==> config.mk <==
export PLATFORM = sky130hd
export DESIGN_NAME = hilo_muldiv_unit_flat
export DESIGN_NICKNAME = d
export VERILOG_FILES = /design/src/rtl/hilo_muldiv_unit_if.sv /design/src/rtl/hilo_muldiv_unit.sv /design/src/flat_wrapper.sv
export SDC_FILE = /design/constraint.sdc
export NUM_CORES = 1
export LEC_CHECK = 0
export CORE_MARGIN = 5
export CORE_UTILIZATION = 35
export CTS_CLUSTER_DIAMETER = 40
export DETAILED_ROUTE_END_ITERATION = 10
export GPL_TIMING_DRIVEN = 1
export PLACE_DENSITY = 0.59
export SETUP_SLACK_MARGIN = 0.1
export SYNTH_ARGS = -nofsm -noshare
export SYNTH_HDL_FRONTEND = slang
export SYNTH_SLANG_ARGS = --single-unit
==> constraint.sdc <==
create_clock -name clock -period 5.1 [get_ports clock]
set_input_delay 0.765 -clock clock [delete_from_list [all_inputs] [get_ports clock]]
set_output_delay 0.765 -clock clock [all_outputs]
set_load 0.02 [all_outputs]
==> src/rtl/hilo_muldiv_unit_if.sv <==
// Request/response bundle between the execute stage and the HI/LO multiply/divide unit.
`timescale 1ns/1ps
interface hilo_muldiv_unit_if #(
    parameter int unsigned WIDTH = 32
);
    logic             start;
    logic [1:0]       op;
    logic [WIDTH-1:0] Ainput;
    logic [WIDTH-1:0] Binput;
    logic             hi_we;
    logic             lo_we;
    logic [WIDTH-1:0] wdata;
    logic             busy;
    logic             done;
    logic [WIDTH-1:0] HI;
    logic [WIDTH-1:0] LO;

    modport master (
        output start, op, Ainput, Binput, hi_we, lo_we, wdata,
        input  busy, done, HI, LO
    );

    modport slave (
        input  start, op, Ainput, Binput, hi_we, lo_we, wdata,
        output busy, done, HI, LO
    );
endinterface

==> src/rtl/hilo_muldiv_unit.sv <==
// Iterative mult/multu/div/divu sequencer owning the HI/LO registers; also services mthi/mtlo.
// One operand bit per cycle in MUL/DIV, sign fix-up and HI/LO write in FIX.
`timescale 1ns/1ps
module hilo_muldiv_unit #(
    parameter int unsigned WIDTH = 32,
    parameter int unsigned CNT_W = 6
) (
    input  logic              clock,
    input  logic              reset,
    hilo_muldiv_unit_if.slave bus
);
    typedef enum logic [1:0] {S_IDLE, S_MUL, S_DIV, S_FIX} state_t;

    state_t             r_state, w_state_nxt;
    logic [CNT_W-1:0]   r_cnt;
    logic [WIDTH-1:0]   r_b;
    logic [2*WIDTH-1:0] r_acc;
    logic               r_is_div, r_dz, r_sq, r_sr;
    logic               r_busy, r_done;
    logic [WIDTH-1:0]   r_hi, r_lo;

    logic               w_load, w_busy_nxt, w_done_nxt, w_signed, w_bzero;
    logic [WIDTH-1:0]   w_a_mag, w_b_mag, w_acc_lo_init;
    logic [WIDTH:0]     w_mul_sum, w_div_top, w_div_diff;
    logic [2*WIDTH-1:0] w_mul_step, w_div_step, w_prod;
    logic [WIDTH-1:0]   w_quo, w_rem, w_fix_hi, w_fix_lo;

    function automatic logic [WIDTH-1:0] mag(input logic [WIDTH-1:0] v, input logic sgn);
        return (sgn && v[WIDTH-1]) ? WIDTH'(-v) : v;
    endfunction

    assign w_signed      = ~bus.op[0];
    assign w_bzero       = (bus.Binput == '0);
    assign w_a_mag       = mag(bus.Ainput, w_signed);
    assign w_b_mag       = mag(bus.Binput, w_signed);
    // Divide-by-zero parks the raw dividend in the accumulator so FIX can return it as HI.
    assign w_acc_lo_init = !bus.op[1] ? w_b_mag : (w_bzero ? bus.Ainput : w_a_mag);

    // Shift-add: add multiplicand into the upper half when the current multiplier bit is set.
    assign w_mul_sum  = {1'b0, r_acc[2*WIDTH-1:WIDTH]} + (r_acc[0] ? {1'b0, r_b} : '0);
    assign w_mul_step = {w_mul_sum, r_acc[WIDTH-1:1]};

    // Restoring divide: {remainder, quotient} shifts left; a borrow keeps the old remainder.
    assign w_div_top  = r_acc[2*WIDTH-1:WIDTH-1];
    assign w_div_diff = w_div_top - {1'b0, r_b};
    assign w_div_step = w_div_diff[WIDTH] ? {w_div_top[WIDTH-1:0],  r_acc[WIDTH-2:0], 1'b0}
                                          : {w_div_diff[WIDTH-1:0], r_acc[WIDTH-2:0], 1'b1};

    assign w_prod = r_sq ? (2*WIDTH)'(-r_acc) : r_acc;
    assign w_quo  = r_sq ? WIDTH'(-r_acc[WIDTH-1:0]) : r_acc[WIDTH-1:0];
    assign w_rem  = r_sr ? WIDTH'(-r_acc[2*WIDTH-1:WIDTH]) : r_acc[2*WIDTH-1:WIDTH];

    always_comb begin
        w_fix_hi = w_prod[2*WIDTH-1:WIDTH];
        w_fix_lo = w_prod[WIDTH-1:0];
        if (r_dz) begin
            w_fix_hi = r_acc[WIDTH-1:0];
            w_fix_lo = '1;
        end else if (r_is_div) begin
            w_fix_hi = w_rem;
            w_fix_lo = w_quo;
        end
    end

    always_ff @(posedge clock or posedge reset) begin
        if (reset) r_state <= S_IDLE;
        else       r_state <= w_state_nxt;
    end

    always_comb begin
        w_state_nxt = r_state;
        w_load      = 1'b0;
        unique case (r_state)
            S_IDLE: if (bus.start) begin
                w_load = 1'b1;
                if (!bus.op[1])   w_state_nxt = S_MUL;
                else if (w_bzero) w_state_nxt = S_FIX;
                else              w_state_nxt = S_DIV;
            end
            S_MUL:  if (r_cnt == CNT_W'(WIDTH-1)) w_state_nxt = S_FIX;
            S_DIV:  if (r_cnt == CNT_W'(WIDTH-1)) w_state_nxt = S_FIX;
            S_FIX:  w_state_nxt = S_IDLE;
            default: w_state_nxt = S_IDLE;
        endcase
        w_busy_nxt = (w_state_nxt != S_IDLE);
        w_done_nxt = (r_state == S_FIX);
    end

    always_ff @(posedge clock or posedge reset) begin
        if (reset) begin
            r_cnt    <= '0;
            r_b      <= '0;
            r_acc    <= '0;
            r_is_div <= 1'b0;
            r_dz     <= 1'b0;
            r_sq     <= 1'b0;
            r_sr     <= 1'b0;
            r_busy   <= 1'b0;
            r_done   <= 1'b0;
            r_hi     <= '0;
            r_lo     <= '0;
        end else begin
            r_busy <= w_busy_nxt;
            r_done <= w_done_nxt;
            unique case (r_state)
                S_IDLE: begin
                    if (w_load) begin
                        r_cnt    <= '0;
                        r_is_div <= bus.op[1];
                        r_dz     <= bus.op[1] & w_bzero;
                        r_sq     <= w_signed & (bus.Ainput[WIDTH-1] ^ bus.Binput[WIDTH-1]);
                        r_sr     <= w_signed & bus.Ainput[WIDTH-1];
                        r_b      <= bus.op[1] ? w_b_mag : w_a_mag;
                        r_acc    <= {WIDTH'(0), w_acc_lo_init};
                    end else begin
                        if (bus.hi_we) r_hi <= bus.wdata;
                        if (bus.lo_we) r_lo <= bus.wdata;
                    end
                end
                S_MUL: begin
                    r_acc <= w_mul_step;
                    r_cnt <= r_cnt + CNT_W'(1);
                end
                S_DIV: begin
                    r_acc <= w_div_step;
                    r_cnt <= r_cnt + CNT_W'(1);
                end
                S_FIX: begin
                    r_hi <= w_fix_hi;
                    r_lo <= w_fix_lo;
                end
                default: ;
            endcase
        end
    end

    assign bus.busy = r_busy;
    assign bus.done = r_done;
    assign bus.HI   = r_hi;
    assign bus.LO   = r_lo;
endmodule
==> src/flat_wrapper.sv <==
// flat-port wrapper written by rule: the top's interface ports become plain ports
module hilo_muldiv_unit_flat 
#(
    parameter int unsigned WIDTH = 32,
    parameter int unsigned CNT_W = 6
)
  (clock, reset, bus_start, bus_op, bus_Ainput, bus_Binput, bus_hi_we, bus_lo_we, bus_wdata, bus_busy, bus_done, bus_HI, bus_LO);
  hilo_muldiv_unit_if #(.WIDTH(WIDTH)) bus_i ();
  input  logic clock;
  input  logic reset;
  input wire logic [$bits(bus_i.start)-1:0] bus_start;
  input wire logic [$bits(bus_i.op)-1:0] bus_op;
  input wire logic [$bits(bus_i.Ainput)-1:0] bus_Ainput;
  input wire logic [$bits(bus_i.Binput)-1:0] bus_Binput;
  input wire logic [$bits(bus_i.hi_we)-1:0] bus_hi_we;
  input wire logic [$bits(bus_i.lo_we)-1:0] bus_lo_we;
  input wire logic [$bits(bus_i.wdata)-1:0] bus_wdata;
  output wire logic [$bits(bus_i.busy)-1:0] bus_busy;
  output wire logic [$bits(bus_i.done)-1:0] bus_done;
  output wire logic [$bits(bus_i.HI)-1:0] bus_HI;
  output wire logic [$bits(bus_i.LO)-1:0] bus_LO;
  assign bus_i.start = bus_start;
  assign bus_i.op = bus_op;
  assign bus_i.Ainput = bus_Ainput;
  assign bus_i.Binput = bus_Binput;
  assign bus_i.hi_we = bus_hi_we;
  assign bus_i.lo_we = bus_lo_we;
  assign bus_i.wdata = bus_wdata;
  assign bus_busy = bus_i.busy;
  assign bus_done = bus_i.done;
  assign bus_HI = bus_i.HI;
  assign bus_LO = bus_i.LO;
  hilo_muldiv_unit #(.WIDTH(WIDTH), .CNT_W(CNT_W)) u_core (.clock(clock), .reset(reset), .bus(bus_i));
endmodule
==> results of run 1 <==
## layer usage
| layer | wire length [um] | vias up |
|---|---|---|
| met5 | 0 | - |
| met4 | 2050 | 0 |
| met3 | 4030 | 93 |
| met2 | 27200 | 594 |
| met1 | 28300 | 7802 |
| li1 | - | 7778 |
## worst max path at each step
stage                           from                to  slack, ps  depth (start not counted)
finish              u_core.r_acc[31]  u_core.r_acc[53]        800                         14
global route        u_core.r_acc[31]  u_core.r_acc[54]        670                         14
CTS                 u_core.r_acc[31]  u_core.r_acc[62]        910                         14
detailed placement  u_core.r_acc[31]  u_core.r_acc[62]        940                         14
global placement      bus_Ainput[10]    u_core.r_b[27]       1070                          9
floorplan            u_core.r_acc[0]  u_core.r_acc[61]       1500                         13
## sequential cells by signal (all words and copies together) (netlist names)
signal and flops:
u_core.r_acc 64, u_core.bus.HI 32, u_core.bus.LO 32, u_core.r_b 32
u_core.r_cnt 6, u_core.r_state 2, u_core.bus.busy 1, u_core.bus.done 1
u_core.r_dz 1, u_core.r_is_div 1, u_core.r_sq 1, u_core.r_sr 1
## cells in the mapped netlist (6+ instances only)
master                      instances  share of area, %
sky130_fd_sc_hd__a22oi_1           44               2.1
sky130_fd_sc_hd__nor2_1           136               3.2
sky130_fd_sc_hd__nor3_1            42               1.3
sky130_fd_sc_hd__xnor2_1          129               7.1
sky130_fd_sc_hd__a2111oi_0          6              0.33
sky130_fd_sc_hd__o21bai_1           7              0.33
sky130_fd_sc_hd__nand2_1          290               6.8
sky130_fd_sc_hd__and3_1            17              0.67
sky130_fd_sc_hd__nand4_1           14              0.55
sky130_fd_sc_hd__nor2b_1           16              0.63
sky130_fd_sc_hd__a21oi_1          174               5.5
sky130_fd_sc_hd__inv_1             75               1.8
sky130_fd_sc_hd__o21a_1             9              0.42
sky130_fd_sc_hd__o22ai_1           38               1.5
sky130_fd_sc_hd__o21ai_1           10              0.31
sky130_fd_sc_hd__nand2b_1          19              0.75
sky130_fd_sc_hd__nor3b_1           14              0.66
sky130_fd_sc_hd__or3_1             17              0.67
sky130_fd_sc_hd__a21boi_0           9              0.42
sky130_fd_sc_hd__buf_2             13              0.41
sky130_fd_sc_hd__a21o_1            33               1.6
sky130_fd_sc_hd__o41ai_1           13              0.72
sky130_fd_sc_hd__o211a_1            6              0.38
sky130_fd_sc_hd__clkbuf_1         118               2.8
sky130_fd_sc_hd__o31ai_1           37               1.7
sky130_fd_sc_hd__a311oi_1           7              0.39
sky130_fd_sc_hd__nand3_1           25              0.79
sky130_fd_sc_hd__ha_1              73               5.7
sky130_fd_sc_hd__dfrtp_1          174                27
sky130_fd_sc_hd__a31oi_1           20              0.79
sky130_fd_sc_hd__o221ai_1          12              0.66
sky130_fd_sc_hd__mux2i_1           31               1.9
sky130_fd_sc_hd__buf_1             15              0.35
sky130_fd_sc_hd__a22o_1             9              0.50
sky130_fd_sc_hd__xor2_1            62               3.4
sky130_fd_sc_hd__or4_1             13              0.61
sky130_fd_sc_hd__o211ai_1          18              0.85
sky130_fd_sc_hd__a211oi_1           9              0.42
sky130_fd_sc_hd__or4_4              6              0.42
sky130_fd_sc_hd__and2_1            10              0.39
sky130_fd_sc_hd__nor4_1            19              0.75
sky130_fd_sc_hd__o21ai_0          263               8.3
## report_power, final
group	internal (W)	leakage, nW	total (W)	switching (W)
registers	0.00197	2.20	0.00273	0.000754
clock network	0.000731	0.284	0.00136	0.000627
logic	0.00279	5.20	0.00738	0.00459
total	0.00549	7.68	0.0115	0.00597
## critical path: stages (launching register included)
cell	delay, ps
sky130_fd_sc_hd__dfrtp_1	510
sky130_fd_sc_hd__inv_1	100
sky130_fd_sc_hd__ha_1	240
sky130_fd_sc_hd__fa_1	390
sky130_fd_sc_hd__nor2b_1	210
sky130_fd_sc_hd__o31ai_1	150
sky130_fd_sc_hd__a31o_2	310
sky130_fd_sc_hd__a2111oi_0	720
sky130_fd_sc_hd__o21a_1	270
sky130_fd_sc_hd__nor3_1	70
sky130_fd_sc_hd__buf_4	230
sky130_fd_sc_hd__nor2_2	210
sky130_fd_sc_hd__buf_4	340
sky130_fd_sc_hd__mux2i_1	230
sky130_fd_sc_hd__o221ai_1	140
## metrics by stage
stage          worst slack [ps]  util (%)  hold WS, ps
4_1_cts                     909      41.4          484
2_1_floorplan              1500         -          450
3_5_place_dp                942      40.1          469
3_3_place_gp               1070      40.1          463
5_1_grt                     674      41.4          498
6_report                    795      41.4          478
## final cells by class
cell class | count | area share [%]
Clock buffer | 18 | 2.29
Clock inverter | 14 | 0.842
Inverter | 75 | 1.52
Multi-Input combinational cell | 1712 | 57.0
Sequential cell | 174 | 23.3
Tap cell | 600 | 4.01
Timing Repair Buffer | 214 | 11.1
## logic make-up after synthesis
group / count (synthesis) / synth area share (%)
mux: 31 / 1.95
compound gates: 755 / 29.0
flops: 174 / 27.4
xor+xnor: 191 / 10.5
fa+ha+maj: 75 / 5.99
simple gates: 660 / 19.4
buf+inv: 228 / 5.72
==> results.txt, run 1 <==
The largest driver fanout on the critical path came out at 17. The number of nets in the layout came out at 2372. The worst hold path begins at u_core.bus.LO[26]. The nature of the critical path endpoint is a register. The startpoint identified for the worst register-to-register timing path is u_core.r_acc[31]. The netlist uses 77 different library cells. The routed length per placed instance is 21.9 um. After clock tree synthesis, the clock-pin slew on the worst setup and hold paths is 70 ps. The number of design-rule violations left by the first detailed-router iteration is 1715. The worst voltage drop across the vdd grid came out at 0.000345 V.

The endpoint identified for the worst register-to-register timing path is u_core.r_acc[53]. In the final layout, the share of cells above drive strength 1 is 5.21%. During I/O placement, the number of pins put on the boundary was 169. The number of clock buffers inserted by TritonCTS is 17. The static leakage is 7.68 nW.

For this run, global-route usage on met3 was measured as 4.21%. Setup repair after global routing left no endpoint under its margin. The total iterations of the first detailed-routing run is 5. The share of async-settable or async-resettable flops after synthesis is 100%. By startpoint and endpoint, the worst setup path is classified as reg -> reg. The worst hold path passes through 2 cells.

The die height is 223 um. The area occupied by multi-input gates is 10700 um^2. The worst slew margin relative to its limit came out at 30.0%. Derived from the worst setup path, the maximum achievable clock frequency is 0.232 GHz. The number of hold violations in the final report was 0. Sequential cells were found to cover 27.4% of the synthesized design area. Of the available clock period, the critical path in the final layout requires 84.4%.

After legalization and detailed placement, the total HPWL measured 48.2 mm. The synthesized area per cell came out at 7.53 um^2. The synthesized instance count is 2114.

In the routed design, unresolved DRC markers number 0. Leaving out filler cells and counting taps, the final layout contains 2807. TritonCTS built the clock tree.

Global routing consumed, over all layers together, 24.0% of the routing resources. The worst min-delay path endpoint is u_core.bus.LO[26]. Summing all flip-flop and latch instances after layout gives 4360 um^2. The critical path data required time is 5400 ps.

The most crowded layer after global routing is met2. The first-pass GRT wire length is 94.7 mm. The total number of vias is 16.3k. From synthesis to final layout, the design area changed by 17.7%. The buffers inserted during post-CTS setup optimization came out at 0. The count of clock tree sinks came out at 174. Yosys mapped a number of flops with a built-in enable equal to 0. The longest clock path from root to sink contains 2 buffers. The layout has 4636 filler cells. The post-cts gate resize count came out at 0.

The total number of placement rows came out at 78. Leaving out fill and tap cells, the most frequent cells in the layout are sky130_fd_sc_hd__nand2_1 (289), sky130_fd_sc_hd__o21ai_0 (263), sky130_fd_sc_hd__a21oi_1 (173), sky130_fd_sc_hd__dfrtp_1 (173), sky130_fd_sc_hd__clkdlybuf4s50_1 (167). The die footprint came out at 49800 um^2.

The flow ran to the end, and the final reports show no timing, DRC or antenna violations. The reg2reg setup slack came out at 800 ps. For this configuration, the core starts out at a cell density of 35.2%. The number of antenna diodes in the final layout is 0. The worst setup path is launched from a register. The number of instances in the placed design came out at 2775. The power density relative to cell area came out at 612 nW/um^2. In this run, synthesis produced a sequential element count of 174. The chip width came out at 223 um.

The most common cell after layout, fill and taps aside is sky130_fd_sc_hd__nand2_1. The worst endpoint data arrival time is 4600 ps. The number of pins exceeding their max-slew limit in the final report is 0. For the final routed database, the setup TNS stands at 0 ps. The via count of the first global-routing pass is 15.5k. The depth of the worst register-to-register path is 14.

The standard cell core area came out at 45200 um^2. The H-tree depth came out at 4. The tree is rooted in a sky130_fd_sc_hd__clkbuf_16.

The post-synthesis instance area came out at 15900 um^2. The met2 routing resource usage after global routing came out at 36.7%. In this run, post-CTS hold repair placed 0 buffers. The worst clock skew is 9.35 ps. The post-place instance area came out at 18100 um^2. At the end of routability-driven placement, the weighted congestion stood at 0.940. The number of nets in the synthesized netlist is 2292. The smallest clock period supported by the final layout is computed as 4300 ps. The number of I/O port buffers is 168. The final antenna-violating net count came out at 0. The finished cells cover 18700 um^2. The global routing met1 resource utilization came out at 34.3%. The transition time at the pin with the least slew margin came out at 1050 ps. Entering global routing, the biggest net connects 88 pins. The number of antenna violations at the first check in global routing was 0.

After global routing the overflow that remains totals 0. The overall power consumption came out at 0.0115 W. The number of maximum-capacitance constraint violations is 0. The clock latency at the later pin of the worst-skew pair came out at 460 ps. The number of warning messages in the yosys log came out at 0. The path class of the tightest hold or removal check is reg -> reg.

The final setup violation count came out at 0. The average via count per standard cell came out at 5.80. The routed design has 61.5 mm of wire. In the synthesized netlist the dominant register cell turns out to be sky130_fd_sc_hd__dfrtp_1.
Power figures use the tool's default switching activity.
==> run 2: changes to the inputs <==
==> constraint.sdc (replaced) <==
create_clock -name clock -period 3.5 [get_ports clock]
set_input_delay 0.525 -clock clock [delete_from_list [all_inputs] [get_ports clock]]
set_output_delay 0.525 -clock clock [all_outputs]
set_load 0.02 [all_outputs]
==> run 2 against run 1 <==
Compared with the run above:
- maximum frequency is 27% higher
- cell area rose by 10%
- via count is 6.0% higher
- count of clock-buffer cells in the layout grew 5
- die area did not move
- largest power group unchanged
- register-to-register slack got worse by 680 ps
- sequential share of layout area is 2.1 points lower
- global-route usage is 1.6 points higher
==> results.txt, run 2 (synthesized netlist as in run 1, its figures left out) <==
The number of pins exceeding their max-slew limit in the final report came to 0 (unchanged). The initial cell density of the core is 35.2% (unchanged). The number of I/O port buffers is 168 (unchanged).

The total number of vias is 17.2k (+6.0%). The clock-pin slew on the worst setup and hold paths came out at 70 ps (about the same). The path class of the tightest hold or removal check is reg -> reg.

The final critical-path required period is 3380 ps (-920 ps). The number of antenna violations at the first check in global routing is 0 (unchanged). The CTS tree is done. u_core.r_acc holds more flip-flops than any other register. The standard cell core area came out at 45200 um^2 (unchanged). The average via count per standard cell is 5.71 (-1.5%). The final weighted congestion in routability-driven placement is 0.996 (+6.0%). The first-pass GRT wire length came out at 99.6 mm (+5.2%). The final antenna diode count is 0 (unchanged). The cell type of the slowest stage on the worst timing path is sky130_fd_sc_hd__or4_4.

From synthesis to final layout, the design area changed by 29.5%. The detailed-placement wirelength estimate came out at 52.8 mm (+9.5%). The highest attainable clock frequency is 0.295 GHz (+27%). The global-route usage over all layers was 25.6% (+1.6 points). In this run the critical register-to-register path is launched from u_core.r_acc[10]. The routed length per placed instance is 21.8 um (-0.50%). The worst endpoint data arrival time came out at 3710 ps (-890 ps).

The portion of the clock cycle consumed by the worst path in the final layout is 96.7% (+12 points). The flip-flop count of the largest register after layout is 64 (unchanged). The maximum cell stage delay along the critical path came to 560 ps (-160 ps).

The share of final-layout standard cells stronger than drive strength 1 came out at 15.2% (+10 points). The total negative slack is 0 ps (unchanged). The startpoint identified for the worst hold timing path is u_core.bus.LO[3]. The area occupied by multi-input gates came out at 10900 um^2 (+2.4%). The chip width was 223 um (unchanged). The setup slack after layout came to 115 ps (-680 ps). The tree is rooted in a sky130_fd_sc_hd__clkbuf_16. The worst setup path is launched from a register. The footprint of the flip-flops and latches is 4360 um^2 (about the same). The reg2reg setup slack is 120 ps (-680 ps). The final wirelength is 65.9 mm (+7.1%).

The worst slew margin relative to its limit came to 32.1% (+2.0 points). The static leakage came out at 8.76 nW (+14%). In the layout the commonest cells are sky130_fd_sc_hd__nand2_1 (289), sky130_fd_sc_hd__buf_4 (252), sky130_fd_sc_hd__o21ai_0 (247). The run finished with clean final reports. The number of nets in the layout is 2589 (+9.1%).

The final antenna-violating net count came to 0 (unchanged). The count of unresolved DRC violations after routing came out at 0 (unchanged). The H-tree depth is 4 (unchanged). The via count of the first global-routing pass came out at 16.5k (+6.6%). The number of design-rule violations left by the first detailed-router iteration is 1554 (-9.4%). The number of instances in the placed design is 2974 (+7.2%).

The final setup violation count is 0 (unchanged). The top cell family by delay on the critical path is simple AND/OR/NAND/NOR gates. Setup repair after global routing could not meet its margin everywhere.

The maximum count of clock buffers along a single path was 2 (unchanged). The largest net degree at the start of global routing is 103 (+17%). The total number of placement rows came out at 78 (unchanged). The nature of the critical path endpoint is a register.

The endpoint identified for the worst register-to-register timing path is u_core.bus.HI[15]. The number of hold violations in the final report came to 0 (unchanged). The power density relative to cell area is 878 nW/um^2 (+43%). The critical path data required time was 3820 ps (-1580 ps). The worst voltage drop across the vdd grid came out at 0.000455 V (+32%). The leftover overflow at the end of global routing is 0 (unchanged). The post-place setup slack is -264 ps (-1210 ps). The number of cells on the worst hold path is 2 (unchanged). The total iterations of the first detailed-routing run is 6 (+1). The depth of the worst register-to-register path is 9 (-5).

The clock latency at the later pin of the worst-skew pair came out at 470 ps (about the same). The worst slack on hold paths came out at 483 ps (+4.12 ps). The die footprint was 49800 um^2 (unchanged). The worst min-delay path endpoint is u_core.bus.LO[3]. The number of top-level pins came out at 169 (unchanged). The largest driver fanout on the critical path was 3 (-14). The count of hold-fix buffers inserted at cts is 0 (unchanged). The die height is 223 um (unchanged).

Leaving out fill and tap cells, the most frequent cell in the layout is sky130_fd_sc_hd__nand2_1. The number of clock buffers inserted by TritonCTS came to 17 (unchanged). The signal on the critical path passes through or4_4 -> or3_4 -> or4_4 -> or4_4 -> a32oi_2 -> xor2_1 -> o211ai_1 -> o21ai_1 -> o21ai_1. The count of clock tree sinks came out at 174 (unchanged). The buffer and inverter count on the worst path came to 0 (-3). The overall power consumption is 0.0181 W (+58%). The transition time at the pin with the least slew margin was 1020 ps (-34.4 ps). The fill cell instance count of the final layout is 4514 (-2.6%). The number of maximum-capacitance constraint violations came out at 0 (unchanged).

The cell seen most often among critical-path stages is sky130_fd_sc_hd__or4_4. The worst clock skew is 14.8 ps (+5.50 ps). The worst setup path is of the reg -> reg kind. The final cell count without fillers came out at 3022 (+7.7%).
[run 2: cell types whose count changed in the layout (fill, tap and decap cells not counted), sizes merged]
cell           delta
buf             +216
bufinv            -2
clkbuf            +5
clkdlybuf4s15     +1
clkinv            -3
inv               -2
[run 2: layer usage]
metal	track usage [%]	share of wire (%)	routed length, um	vias up
li1	-	-	-	8223
met1	35.6	45	29800	8245
met2	39.1	44	28900	669
met3	4.82	7.0	4590	110
met4	10.3	3.9	2600	2
met5	1.08	0.11	70	-
[run 2: worst register-to-register path, cell delays in order (launching register included)]
cell and delay (ps):
sky130_fd_sc_hd__dfrtp_1 380, sky130_fd_sc_hd__or4_4 540, sky130_fd_sc_hd__or3_4 410, sky130_fd_sc_hd__or4_4 560, sky130_fd_sc_hd__or4_4 510, sky130_fd_sc_hd__a32oi_2 230, sky130_fd_sc_hd__xor2_1 230, sky130_fd_sc_hd__o211ai_1 170
sky130_fd_sc_hd__o21ai_1 150, sky130_fd_sc_hd__o21ai_1 70
[run 2: cell type report]
class,count,area share (%)
Multi-Input combinational cell,1712,53.0
Sequential cell,174,21.1
Timing Repair Buffer,431,18.3
Tap cell,600,3.64
Clock buffer,23,2.27
Inverter,75,1.38
Clock inverter,7,0.267
[run 2: how the worst max path moves through the flow]
stage                     start           endpoint  slack (ps)  cells past startpoint
6_report       u_core.r_acc[10]  u_core.bus.HI[15]         120                      9
4_1_cts        u_core.r_acc[20]   u_core.bus.HI[1]          60                      9
3_5_place_dp   u_core.r_acc[33]   u_core.r_acc[61]        -260                     12
2_1_floorplan   u_core.r_acc[0]   u_core.r_acc[61]         130                     14
3_3_place_gp      u_core.r_b[1]   u_core.r_acc[61]        -330                     13
5_1_grt        u_core.r_acc[20]  u_core.bus.HI[15]          50                      9
[run 2: metrics by stage]
step	instance area, um^2	utilization [%]
CTS	20400	45.1
floorplan	15900	-
global placement	19700	43.6
detailed placement	19700	43.6
global route	20600	45.6
finish	20600	45.6
[run 2: power by group]
group	internal (W)	switching, W	total [W]
combinational	0.00515	0.00757	0.0127
sequential	0.00288	0.000686	0.00357
clock	0.000944	0.000872	0.00182
[run 2: timing repair]
| item | CTS | global route |
|---|---|---|
| cloned | 0 | 1 |
| pin swaps | 11 | 27 |
| setup endpoints to repair | 41 | 51 |
| setup buffers | 8 | 9 |
| resized for setup | 26 | 48 |
